<file path="src/rtl/clustering_pkg.sv">
// ============================================================================
// Module      : clustering_pkg
// Description : Shared types and default sizes for the clustering blocks.
// Revision    : 1.0 - initial release
// ============================================================================
`default_nettype none

package clustering_pkg;

    localparam int N_DEFAULT  = 16;
    localparam int LW_DEFAULT = 4;

    localparam logic KIND_POINT   = 1'b0;
    localparam logic KIND_SUMMARY = 1'b1;

    typedef enum logic [1:0] {
        ST_IDLE = 2'd0,
        ST_SCAN = 2'd1,
        ST_SUMM = 2'd2,
        ST_FIN  = 2'd3
    } rd_state_t;

endpackage

`default_nettype wire

</file>
<file path="src/rtl/cluster_count_bank.sv">
// ============================================================================
// Module      : cluster_count_bank
// Description : Per-label population counters: clear, increment-at-label,
//               combinational read-at-k.
// Revision    : 1.0 - initial release
// ============================================================================
`default_nettype none

module cluster_count_bank
    import clustering_pkg::*;
#(
    parameter int N  = N_DEFAULT,
    parameter int LW = LW_DEFAULT,
    parameter int CW = $clog2(N + 1)
) (
    input  logic          clk,
    input  logic          rst,
    input  logic          i_clear,
    input  logic          i_inc_en,
    input  logic [LW-1:0] i_inc_label,
    input  logic [LW-1:0] i_rd_k,
    output logic [CW-1:0] o_rd_count
);

    logic [CW-1:0] r_cnt [N];

    always_ff @(posedge clk or posedge rst) begin
        if (rst) begin
            for (int i = 0; i < N; i++) r_cnt[i] <= '0;
        end else if (i_clear) begin
            for (int i = 0; i < N; i++) r_cnt[i] <= '0;
        end else if (i_inc_en) begin
            r_cnt[i_inc_label] <= r_cnt[i_inc_label] + CW'(1);
        end
    end

    assign o_rd_count = r_cnt[i_rd_k];

endmodule

`default_nettype wire

</file>
<file path="src/rtl/cluster_label_readout.sv">
// ============================================================================
// Module      : cluster_label_readout
// Description : Scans the label RAM, streams (point, label) beats and then one
//               population beat per cluster. Option: CLUSTER_SKIP_UNLABELED_EN
//               suppresses point beats whose label is 0.
// Revision    : 1.0 - initial release
// ============================================================================
`default_nettype none

module cluster_label_readout
    import clustering_pkg::*;
#(
    parameter int N  = N_DEFAULT,
    parameter int LW = LW_DEFAULT,
    parameter int CW = $clog2(N + 1)
) (
    input  logic          clk,
    input  logic          rst,
    input  logic          start,
    output logic [LW-1:0] raddr,
    input  logic [LW-1:0] rdata,
    output logic          out_valid,
    input  logic          out_ready,
    output logic          out_kind,
    output logic [LW-1:0] out_idx,
    output logic [LW-1:0] out_label,
    output logic [CW-1:0] out_count,
    output logic [LW-1:0] num_clusters,
    output logic          busy,
    output logic          done
);

    rd_state_t     r_state;
    logic [LW-1:0] r_idx;
    logic [LW-1:0] r_k;
    logic [LW-1:0] r_nc;
    logic          r_out_valid;
    logic          r_out_kind;
    logic [LW-1:0] r_out_idx;
    logic [LW-1:0] r_out_label;
    logic [CW-1:0] r_out_count;
    logic          r_done;

    logic          w_slot_free;
    logic          w_scan_step;
    logic          w_emit_point;
    logic [LW-1:0] w_nc_next;
    logic [CW-1:0] w_k_count;

    assign w_slot_free = !r_out_valid || out_ready;
    assign w_scan_step = (r_state == ST_SCAN) && w_slot_free;
    assign w_nc_next   = (rdata > r_nc) ? rdata : r_nc;

`ifdef CLUSTER_SKIP_UNLABELED_EN
    assign w_emit_point = (rdata != '0);
`else
    assign w_emit_point = 1'b1;
`endif

    cluster_count_bank #(
        .N  (N),
        .LW (LW),
        .CW (CW)
    ) u_count_bank (
        .clk         (clk),
        .rst         (rst),
        .i_clear     ((r_state == ST_IDLE) && start),
        .i_inc_en    (w_scan_step),
        .i_inc_label (rdata),
        .i_rd_k      (r_k),
        .o_rd_count  (w_k_count)
    );

    always_ff @(posedge clk or posedge rst) begin
        if (rst) begin
            r_state     <= ST_IDLE;
            r_idx       <= '0;
            r_k         <= '0;
            r_nc        <= '0;
            r_out_valid <= 1'b0;
            r_out_kind  <= KIND_POINT;
            r_out_idx   <= '0;
            r_out_label <= '0;
            r_out_count <= '0;
            r_done      <= 1'b0;
        end else begin
            r_done <= 1'b0;
            case (r_state)
                ST_IDLE: begin
                    if (start) begin
                        r_nc    <= '0;
                        r_idx   <= '0;
                        r_state <= ST_SCAN;
                    end
                end
                ST_SCAN: begin
                    if (w_slot_free) begin
                        r_nc <= w_nc_next;
                        if (w_emit_point) begin
                            r_out_valid <= 1'b1;
                            r_out_kind  <= KIND_POINT;
                            r_out_idx   <= r_idx;
                            r_out_label <= rdata;
                            r_out_count <= '0;
                        end else begin
                            r_out_valid <= 1'b0;
                        end
                        // idx returns to 0 so raddr rests at 0 outside SCAN; an
                        // all-unlabeled scan has no summaries and skips SUMM.
                        if (r_idx == LW'(N - 1)) begin
                            r_idx   <= '0;
                            r_k     <= LW'(1);
                            r_state <= (w_nc_next == '0) ? ST_FIN : ST_SUMM;
                        end else begin
                            r_idx <= r_idx + LW'(1);
                        end
                    end
                end
                ST_SUMM: begin
                    if (r_nc == '0) begin
                        r_state <= ST_FIN;
                    end else if (w_slot_free) begin
                        r_out_valid <= 1'b1;
                        r_out_kind  <= KIND_SUMMARY;
                        r_out_idx   <= r_k;
                        r_out_label <= r_k;
                        r_out_count <= w_k_count;
                        if (r_k == r_nc) begin
                            r_state <= ST_FIN;
                        end else begin
                            r_k <= r_k + LW'(1);
                        end
                    end
                end
                ST_FIN: begin
                    if (w_slot_free) begin
                        r_out_valid <= 1'b0;
                        r_done      <= 1'b1;
                        r_k         <= '0;
                        r_state     <= ST_IDLE;
                    end
                end
                default: r_state <= ST_IDLE;
            endcase
        end
    end

    assign raddr        = r_idx;
    assign out_valid    = r_out_valid;
    assign out_kind     = r_out_kind;
    assign out_idx      = r_out_idx;
    assign out_label    = r_out_label;
    assign out_count    = r_out_count;
    assign num_clusters = r_nc;
    assign busy         = (r_state != ST_IDLE);
    assign done         = r_done;

endmodule

`default_nettype wire

</file>
<file path="config.mk">
export PLATFORM = sky130hd
export DESIGN_NAME = cluster_label_readout
export DESIGN_NICKNAME = d
export VERILOG_FILES = /design/src/rtl/clustering_pkg.sv /design/src/rtl/cluster_count_bank.sv /design/src/rtl/cluster_label_readout.sv
export SDC_FILE = /design/constraint.sdc
export NUM_CORES = 1
export LEC_CHECK = 0
export CORE_MARGIN = 3
export CORE_UTILIZATION = 35
export DETAILED_ROUTE_END_ITERATION = 10
export MAX_ROUTING_LAYER = met4
export PLACE_DENSITY_LB_ADDON = 0.25
export SLEW_MARGIN = 20
export SYNTH_ARGS = -nofsm -noshare
export SYNTH_HDL_FRONTEND = slang
export SYNTH_SLANG_ARGS = --single-unit
</file>
<file path="constraint.sdc">
create_clock -name clk -period 4.6 [get_ports clk]
set_input_delay 0.46 -clock clk [delete_from_list [all_inputs] [get_ports clk]]
set_output_delay 0.46 -clock clk [all_outputs]
set_load 0.05 [all_outputs]
</file>
Word-level counts from Yosys, hierarchy flattened:

Cells that the tools add are included.

* bits in writable memories: 0
* bits of input ports: 8
* register bits after elaboration: 110
* latch bits: 0
* logic and storage cells: 120
* memory bits (read-only): 0
* memories kept: 0

* $mul: 0
* reduce and logical (&&, ||, !) cells: 18
* add/subtract/negate cells: 3
* bitwise operators: 2
* shift operators: 0
* multiplexer cells: 53
* equal/unequal tests: 14
* order comparisons: 4
* div/mod/pow operators: 0

Operators by type and width (number)
* $mux 80: 2
* $bwmux 80: 1
* $mux 4: 15
* $bmux 5 s4: 2
* $mux 5: 8
* $pmux 4 s2: 4
* $demux 5 s4: 1
* $mux 2: 7
* $ne 2x2->1 const B: 6
* $pmux 4 s3: 1
* $ge 5x5->1 const B: 2
* $not 4->5: 2
* $pmux 5 s2: 1
* $add 4x1->4 const B: 2
* $logic_not 4->1: 2
* $mux 1: 8
* $pmux 2 s4: 1
* $reduce_bool 2->1: 4
* $reduce_and 7->1: 1
* $ne 3x3->1 const B: 2
* $reduce_and 3->1: 2
* $reduce_and 6->1: 1
* $add 5x1->5 const B: 1
* $lt 5x1->1 const B: 1
* other kinds (14): 17

Depth between registers and ports, before layout:

Gate-level depths: netlist (run 1).

* depth in word-level cells: 8
* mapped depth: 12

Hierarchy:

Synthesis (run 1) repeated with hierarchy kept, for this count alone.

* cell total of the unflattened synthesis: 615
* area, all modules: 6696.4 µm²

Modules (own cells, without submodules)
* cluster_count_bank: seq. area each 2001.9 µm², cells an instance 439, area each 4983.5 µm², times used 1
* cluster_label_readout: seq. area each 750.7 µm², cells an instance 176, area each 1712.9 µm², times used 1

Worst setup path before layout (run 1):

Ideal clock, no wire load.

* kind: in2reg
* start: in rdata[0]
* end: reg u_count_bank.r_cnt[19] (netlist bit)
* buffers on the path: 4
* slack: 1.679 ns
* stages: 10
* arrival time: 2.770 ns
* cells stage by stage: buf_6 -> mux4_2 -> mux4_2 -> buf_6 -> clkbuf_1 -> ha_1 -> nand3_1 -> xor2_2 -> buf_4 -> a21oi_1

* cells in the longest elaborated chain, start to end: 8
* elaborated cells on any way between the ends: 13
* those cells by class: 1 x add/sub; 2 x order compare; 8 x mux; 1 x bitwise; 1 x reduce/logical

Ends and longest elaborated chain
* start, declared: RTL line cluster_label_readout.sv:21 `input logic [LW-1:0] rdata,`
* $not 4->5 (implied by the code) *: RTL line cluster_count_bank.sv:33 `r_cnt[i_inc_label] <= r_cnt[i_inc_label] + CW'(1);`
* $bmux 5 s4 (tied with other cells): RTL line cluster_count_bank.sv:33
* $mux 5 (implied by the code) or $logic_and 1x1->1 (tied branches): RTL line cluster_count_bank.sv:33
* $mux 5 (implied by the code): RTL line cluster_count_bank.sv:33
* $add 5x1->5 or $demux 5 s4 (tied branches): RTL line cluster_count_bank.sv:33
* $bwmux 80 *: RTL line cluster_count_bank.sv:33
* $mux 80 *: RTL line cluster_count_bank.sv:32 `end else if (i_inc_en) begin`
* $mux 80 *: RTL line cluster_count_bank.sv:30 `end else if (i_clear) begin`
* end signal, assigned by index: RTL line cluster_count_bank.sv:33
* end, declared: RTL line cluster_count_bank.sv:25 `logic [CW-1:0] r_cnt [N];`

Every way passes the cells marked *; elsewhere a longest branch is shown, timed or not. The select of a mux whose other input is x is not followed.
A chain may end at the register's enable or synchronous reset.

Worst setup path after layout (run 1):

* start: in rdata[1]
* end: reg u_count_bank.r_cnt[54] (netlist bit)

Same word-level chain as after synthesis.

==> summary.json, run 1 <==
{
  "synthesis": {
    "number_of_distinct_standard_cells_referenced_by_the_synthesized_netlist": 48,
    "synth_area_per_cell_um2": 11.3,
    "seq_cells_post_synth": 110,
    "synth.top_cells.by_area": "dfrtp_1, mux4_2, nor2_1",
    "post-synth-top-area-cell": "dfrtp_1",
    "synth_seq_area_share_pct": 44.9,
    "synth_fp_nets": 562,
    "ys.flop_type": "dfrtp_1",
    "post_synth_instance_area_um2": 6140,
    "synth_top_cell_area_share_pct": 44.9,
    "synth_edf_count": 0,
    "ys.warnings.count": 0,
    "async_flop_share_pct": 100,
    "synth_cells": 541
  },
  "clocking": {
    "cts_post_setup_buffers_inserted": 0,
    "clock_tree.htree_level_count": 3,
    "cts_buffer_depth": 2,
    "cts.sinks": 110,
    "clk_root_buffer_cell": "clkbuf_16",
    "tritoncts": "yes",
    "cts_made_buffers": 9,
    "cts.clk_slew.worst_paths_ns": 0.08,
    "cts_hold_buffers": 0,
    "number_of_resized_instances_in_the_post_cts_repair_step": 0,
    "clkLatencyLatePin_ns": 0.36
  },
  "pwr": {
    "irDropWorstVdd_mv": 0.319,
    "total_power_w": 0.00439,
    "power-per-cell-area_nw_per_um2": 634,
    "total_leakage_power_nw": 2.79
  },
  "timing": {
    "final-setup-viol-count": 0,
    "transition_time_of_the_tightest_slew_check_pin_ns": 1.05,
    "unrepaired_setup_endpoints_after_global_routing": "no",
    "setup_tns_ns": 0,
    "timing.final.max_slew_violations": 0,
    "timing.slew.headroom_pct": 29.4,
    "layout_worst_path_cycle_share_pct": 74.0,
    "clock-skew-final_ns": 0.00982,
    "hold_violations": 0,
    "fmaxAchievable_ghz": 0.294,
    "fin_crit_ns": 3.40
  },
  "place": {
    "gp_routability_congestion": 0.848,
    "dpl_wire_length_um": 10800,
    "number_of_buffers_inserted_by_port_buffering": 32
  },
  "route": {
    "drt-initial-drc-count": 343,
    "detailroute.via_count": 4464,
    "post_drt_wl_per_cell_um": 20.3,
    "wl_um": 16000,
    "drt_drc_violations_left": 0,
    "vias_per_cell": 5.69,
    "dr.pass1.iters": 7,
    "detail_route_antenna_nets": 0
  },
  "setup_path": {
    "end_kind": "flip-flop",
    "worst-endpoint-arrival_ns": 3.60,
    "worstSetupStartpointType": "primary input",
    "crit_required_ns": 4.80,
    "crit_path_max_fanout": 18,
    "critPathKind": "primary input to flip-flop"
  },
  "die": {
    "std_cell_rows": 47,
    "floorplan.io_pins": 33,
    "die_y_um": 138,
    "die_width_um": 138,
    "design.die.area_um2": 19200,
    "core_area_um2": 16900,
    "floorplan.initialDensity_pct": 36.4
  },
  "finish": {
    "filler_cell_count": 1588,
    "design.final.nets": 581,
    "drive_gt1_share_pct": 17.0,
    "syn2layout_area_growth_pct": 12.9,
    "final_core_util_pct": 41.0,
    "diodes": 0
  },
  "run_status": {
    "status": "complete, no violations"
  },
  "global_route": {
    "grt_start_max_net_pins": 60,
    "first_global_vias": 4447,
    "grt_usage_pct": 17.4,
    "antenna_found_initial": 0,
    "first_pass_grt_wire_length_um": 25600,
    "gr-total-overflow": 0
  },
  "min_path": {
    "hold_path_class": "primary input to asynchronous set/reset pin"
  },
  "flow_run": {
    "cap_violations": 0
  }
}
layout make-up:
| type | count | area, µm² | share of cell area, % |
|---|---|---|---|
| Inverter | 20 | 77.6 | 1.12 |
| Sequential cell | 110 | 2750 | 39.7 |
| Clock buffer | 12 | 246 | 3.56 |
| Clock inverter | 4 | 32.5 | 0.470 |
| Tap cell | 220 | 275 | 3.97 |
| Timing Repair Buffer | 45 | 413 | 5.96 |
| Multi-Input combinational cell | 374 | 3130 | 45.2 |
final timing paths:
path | start | endpoint | slack, ns | depth (start not counted)
setup / recovery | rdata[1] | u_count_bank.r_cnt[54] | 1.20 | 8
min in group clk | out_label[3] | out_label[3] | 0.53 | 2
hold / removal | rst | r_state[1] | 0.42 | 2
max in group asynchronous | rst | out_kind | 3.10 | 3
setup reg to reg | u_count_bank.r_cnt[70] | u_count_bank.r_cnt[54] | 1.65 | 6
hold reg to reg | out_label[3] | out_label[3] | 0.53 | 2
cell usage after synthesis, drive strengths merged, types with 4 or more instances:
library cell and instances:
nor2 78, nand2b 4, a211oi 32, nand2 18, mux4 47, o21ai 41
mux2i 25, ha 13, clkbuf 20, a21oi 44, buf 17, xor2 6
nor3 8, a22o 7, dfrtp 110, o22ai 5, inv 20, nand3 11
cell usage in the layout (no fill, tap or decap), types with 3 or more instances in the layout:
| cell type | count |
|---|---|
| nor3_1 | 6 |
| nand3_1 | 8 |
| xor2_1 | 4 |
| nand2b_1 | 4 |
| a22o_1 | 7 |
| clkdlybuf4s50_1 | 31 |
| nor2_1 | 78 |
| nor2b_1 | 3 |
| a21oi_2 | 10 |
| o22ai_1 | 5 |
| ha_1 | 13 |
| o31ai_1 | 3 |
| a21oi_1 | 34 |
| and2_1 | 3 |
| dfrtp_1 | 110 |
| o21ai_0 | 40 |
| buf_4 | 13 |
| a211oi_1 | 32 |
| clkbuf_16 | 9 |
| a21o_1 | 3 |
| nand2_1 | 18 |
| inv_1 | 19 |
| mux2i_1 | 25 |
| a22oi_1 | 3 |
| mux4_2 | 46 |
| nand3b_1 | 3 |
sequential cells by signal (all words and copies together) (netlist names):
| signal | flops |
|---|---|
| out_valid | 1 |
| r_k | 4 |
| num_clusters | 4 |
| out_idx | 4 |
| out_label | 4 |
| u_count_bank.r_cnt | 80 |
| raddr | 4 |
| r_state | 2 |
| out_kind | 1 |
| done | 1 |
| out_count | 5 |
cells by family after synthesis:
| logic type | synth area share, % |
|---|---|
| simple gates | 10.1 |
| mux | 21.6 |
| fa+ha+maj | 2.65 |
| buf+inv | 4.16 |
| flops | 44.9 |
| compound gates | 15.1 |
| xor+xnor | 1.55 |
critical path, stage by stage:
cell	delay (ns)
clkdlybuf4s50_1	0.60
buf_4	0.32
mux4_1	0.32
mux4_2	0.69
ha_1	0.32
nand3_1	0.13
xor2_2	0.58
a21oi_1	0.15
report_power, final:
group,total [W],internal [W],switching (W)
clock,0.000749,0.000385,0.000364
sequential,0.00160,0.00129,0.000313
combinational,0.00204,0.000866,0.00117
per-layer routing:
layer | part of all wire, % | global-route usage, % | vias to the layer above
li1 | - | - | 2054
met2 | 46 | 26.1 | 143
met3 | 5.5 | 3.11 | 33
met5 | 0 | - | -
met4 | 2.9 | 5.88 | 0
met1 | 45 | 24.1 | 2234
per-stage QoR:
step	area, µm²	cells	worst slack [ns]	hold WS [ns]
floorplan	6140	541	1.24	0.498
CTS	6930	785	1.21	0.423
detailed placement	6650	769	0.830	0.521
finish	6930	785	1.20	0.421
global placement	6650	769	0.899	0.512
global route	6930	785	1.04	0.457
No activity file was read; power rests on OpenSTA's default activity.
==> inputs of run 2 (changes only) <==
==> constraint.sdc (replaced) <==
create_clock -name clk -period 3 [get_ports clk]
set_input_delay 0.3 -clock clk [delete_from_list [all_inputs] [get_ports clk]]
set_output_delay 0.3 -clock clk [all_outputs]
set_load 0.05 [all_outputs]
==> summary.json, run 2 (same netlist as run 1, synthesis figures left out) <==
{
  "setup_path": {
    "timing.reg2reg.worst_path_depth": {"value": 8, "change": "+2"},
    "critPathMaxStageDelay": {"value": 0.61, "unit": "ns", "change": "-0.08 ns"},
    "end_kind": "flip-flop",
    "crit_path_max_fanout": {"value": 9, "change": "-9"},
    "critPathKind": "primary input to flip-flop",
    "worstSetupPathDepth": {"value": 10, "change": "+2"},
    "crit_required": {"value": 3.24, "unit": "ns", "change": "-1.56 ns"},
    "worst-endpoint-arrival": {"value": 2.81, "unit": "ns", "change": "-0.79 ns"},
    "timing.critical_path.max_delay_family": "buffers and inverters",
    "cp.buffers_inverters": {"value": 3, "change": "+1"},
    "worstSetupStartpointType": "primary input",
    "worstPathCellList": "clkdlybuf4s50_1 -> buf_4 -> mux4_2 -> a22oi_1 -> nand3_1 -> ha_1 -> nand3_1 -> xor2_2 -> buf_4 -> a21oi_1",
    "worst_path_max_delay_cell": "clkdlybuf4s50_1"
  },
  "finish": {
    "mostFrequentLayoutCell": "dfrtp_1",
    "seq_area": {"value": 2750, "unit": "µm²", "change": "unchanged"},
    "diodes": {"value": 0, "change": "unchanged"},
    "final-instance-count-excl-fill": {"value": 819, "change": "+4.3%"},
    "filler_cell_count": {"value": 1552, "change": "-2.3%"},
    "max_flop_register": "u_count_bank.r_cnt",
    "design.final.nets": {"value": 615, "change": "+5.9%"},
    "layout.cells.most_common_list": "dfrtp_1, nor2_1, mux4_2, buf_4, o21ai_0",
    "drive_gt1_share": {"value": 21.7, "unit": "%", "change": "+4.7 points"},
    "multi_input_comb_area": {"value": 3130, "unit": "µm²", "change": "unchanged"},
    "syn2layout_area_growth_pct": 19.4,
    "largest_register_ffs": {"value": 80, "change": "unchanged"}
  },
  "route": {
    "vias_per_cell": {"value": 5.59, "change": "-1.7%"},
    "post_drt_wl_per_cell": {"value": 19.6, "unit": "µm", "change": "-3.6%"},
    "drt_drc_violations_left": {"value": 0, "change": "unchanged"},
    "dr.pass1.iters": {"value": 5, "change": "-2"},
    "drt-initial-drc-count": {"value": 399, "change": "+16%"},
    "wl": {"value": 16100, "unit": "µm", "change": "+0.56%"},
    "detail_route_antenna_nets": {"value": 0, "change": "unchanged"},
    "detailroute.via_count": {"value": 4580, "change": "+2.6%"}
  },
  "global_route": {
    "antenna_found_initial": {"value": 0, "change": "unchanged"},
    "gr-total-overflow": {"value": 0, "change": "unchanged"},
    "grt_usage": {"value": 17.9, "unit": "%", "change": "+0.46 points"},
    "first_global_vias": {"value": 4734, "change": "+6.5%"},
    "first_pass_grt_wire_length": {"value": 26300, "unit": "µm", "change": "+2.4%"},
    "grt_start_max_net_pins": {"value": 49, "change": "-18%"}
  },
  "die": {
    "core_area": {"value": 16900, "unit": "µm²", "change": "unchanged"},
    "std_cell_rows": {"value": 47, "change": "unchanged"},
    "floorplan.initialDensity": {"value": 36.4, "unit": "%", "change": "unchanged"},
    "die_y": {"value": 138, "unit": "µm", "change": "unchanged"},
    "design.die.area": {"value": 19200, "unit": "µm²", "change": "unchanged"},
    "floorplan.io_pins": {"value": 33, "change": "unchanged"},
    "die_width": {"value": 138, "unit": "µm", "change": "unchanged"}
  },
  "run_status": {
    "status": "complete, no violations"
  },
  "clocking": {
    "cts_post_setup_buffers_inserted": {"value": 0, "change": "unchanged"},
    "cts.sinks": {"value": 110, "change": "unchanged"},
    "clkLatencyLatePin": {"value": 0.36, "unit": "ns", "change": "about the same"},
    "number_of_resized_instances_in_the_post_cts_repair_step": {"value": 0, "change": "unchanged"},
    "cts.clk_slew.worst_paths": {"value": 0.07, "unit": "ns", "change": "about the same"},
    "tritoncts": "yes",
    "cts_made_buffers": {"value": 9, "change": "unchanged"},
    "cts_hold_buffers": {"value": 0, "change": "unchanged"},
    "clk_root_buffer_cell": "clkbuf_16",
    "cts_buffer_depth": {"value": 2, "change": "unchanged"},
    "clock_tree.htree_level_count": {"value": 3, "change": "unchanged"}
  },
  "pwr": {
    "irDropWorstVdd": {"value": 0.463, "unit": "mV", "change": "+45%"},
    "total_leakage_power": {"value": 3.02, "unit": "nW", "change": "+8.6%"},
    "power-per-cell-area": {"value": 983, "unit": "nW/µm²", "change": "+55%"}
  },
  "place": {
    "number_of_buffers_inserted_by_port_buffering": {"value": 32, "change": "unchanged"},
    "dpl_wire_length": {"value": 11400, "unit": "µm", "change": "+4.8%"},
    "dp_cells": {"value": 803, "change": "+4.4%"},
    "gp_routability_congestion": {"value": 0.854, "change": "+0.70%"}
  },
  "min_path": {
    "hold_path_class": "primary input to flip-flop",
    "min_delay_path_depth": 2
  },
  "flow_run": {
    "cap_violations": {"value": 0, "change": "unchanged"}
  },
  "timing": {
    "timing.slew.headroom": {"value": 36.2, "unit": "%", "change": "+6.8 points"},
    "timing.final.max_slew_violations": {"value": 0, "change": "unchanged"},
    "fmaxAchievable_ghz": 0.389,
    "unrepaired_setup_endpoints_after_global_routing": "no",
    "transition_time_of_the_tightest_slew_check_pin": {"value": 0.954, "unit": "ns", "change": "-0.101 ns"},
    "final-setup-viol-count": {"value": 0, "change": "unchanged"},
    "setup_tns": {"value": 0, "unit": "ns", "change": "unchanged"},
    "fin_crit_ns": 2.57,
    "clock-skew-final": {"value": 0.00849, "unit": "ns", "change": "-0.00133 ns"},
    "hold_violations": {"value": 0, "change": "unchanged"},
    "layout_worst_path_cycle_share_pct": 85.7
  }
}
run 2: cell types whose count changed in the layout (fill, tap and decap cells not counted), sizes merged:
cell	previous run	this run
clkinvlp	2	1
inv	20	19
clkinv	2	0
bufinv	0	3
clkbuf	12	13
buf	14	48
run 2: cell type report:
type	instances	area share, %
Multi-Input combinational cell	374	42.7
Sequential cell	110	37.6
Timing Repair Buffer	79	10.1
Tap cell	220	3.76
Clock buffer	13	3.55
Clock inverter	3	1.23
Inverter	20	1.08
run 2: final timing paths:
path                                     endpoint         start  slack [ns]
setup / recovery            u_count_bank.r_cnt[9]      rdata[1]        0.43
hold / removal                    num_clusters[0]      rdata[0]        0.45
setup reg to reg           u_count_bank.r_cnt[16]    r_state[1]        0.56
hold reg to reg                      out_count[0]  out_count[0]        0.52
max in group asynchronous                raddr[1]           rst        1.87
min in group asynchronous  u_count_bank.r_cnt[61]           rst        0.46
run 2: metal layers:
metal	vias to the layer above	GRT usage [%]	part of all wire (%)
met5	-	-	0
li1	2109	-	-
met3	26	3.63	5.0
met4	0	6.66	2.3
met2	119	27.4	49
met1	2326	23.6	43
run 2: stage by stage:
| stage | area (µm²) | worst slack (ns) | hold WS (ns) | total power, W | utilization (%) |
|---|---|---|---|---|---|
| after CTS | 7330 | 0.407 | 0.437 | 0.00725 | 43.4 |
| after floorplan | 6140 | 0.239 | 0.495 | 0.00477 | - |
| after detailed placement | 6980 | 0.0420 | 0.515 | 0.00583 | 41.3 |
| after global placement | 6980 | 0.0659 | 0.513 | 0.00574 | 41.3 |
| final | 7330 | 0.429 | 0.448 | 0.00720 | 43.4 |
| after global routing | 7330 | 0.268 | 0.461 | 0.00765 | 43.4 |
run 2: where the power goes:
| part | internal (W) | switching (W) | total (W) |
|---|---|---|---|
| sequential | 0.00198 | 0.000405 | 0.00239 |
| combinational | 0.00147 | 0.00194 | 0.00341 |
| clock | 0.000863 | 0.000543 | 0.00141 |
| total | 0.00431 | 0.00289 | 0.00720 |
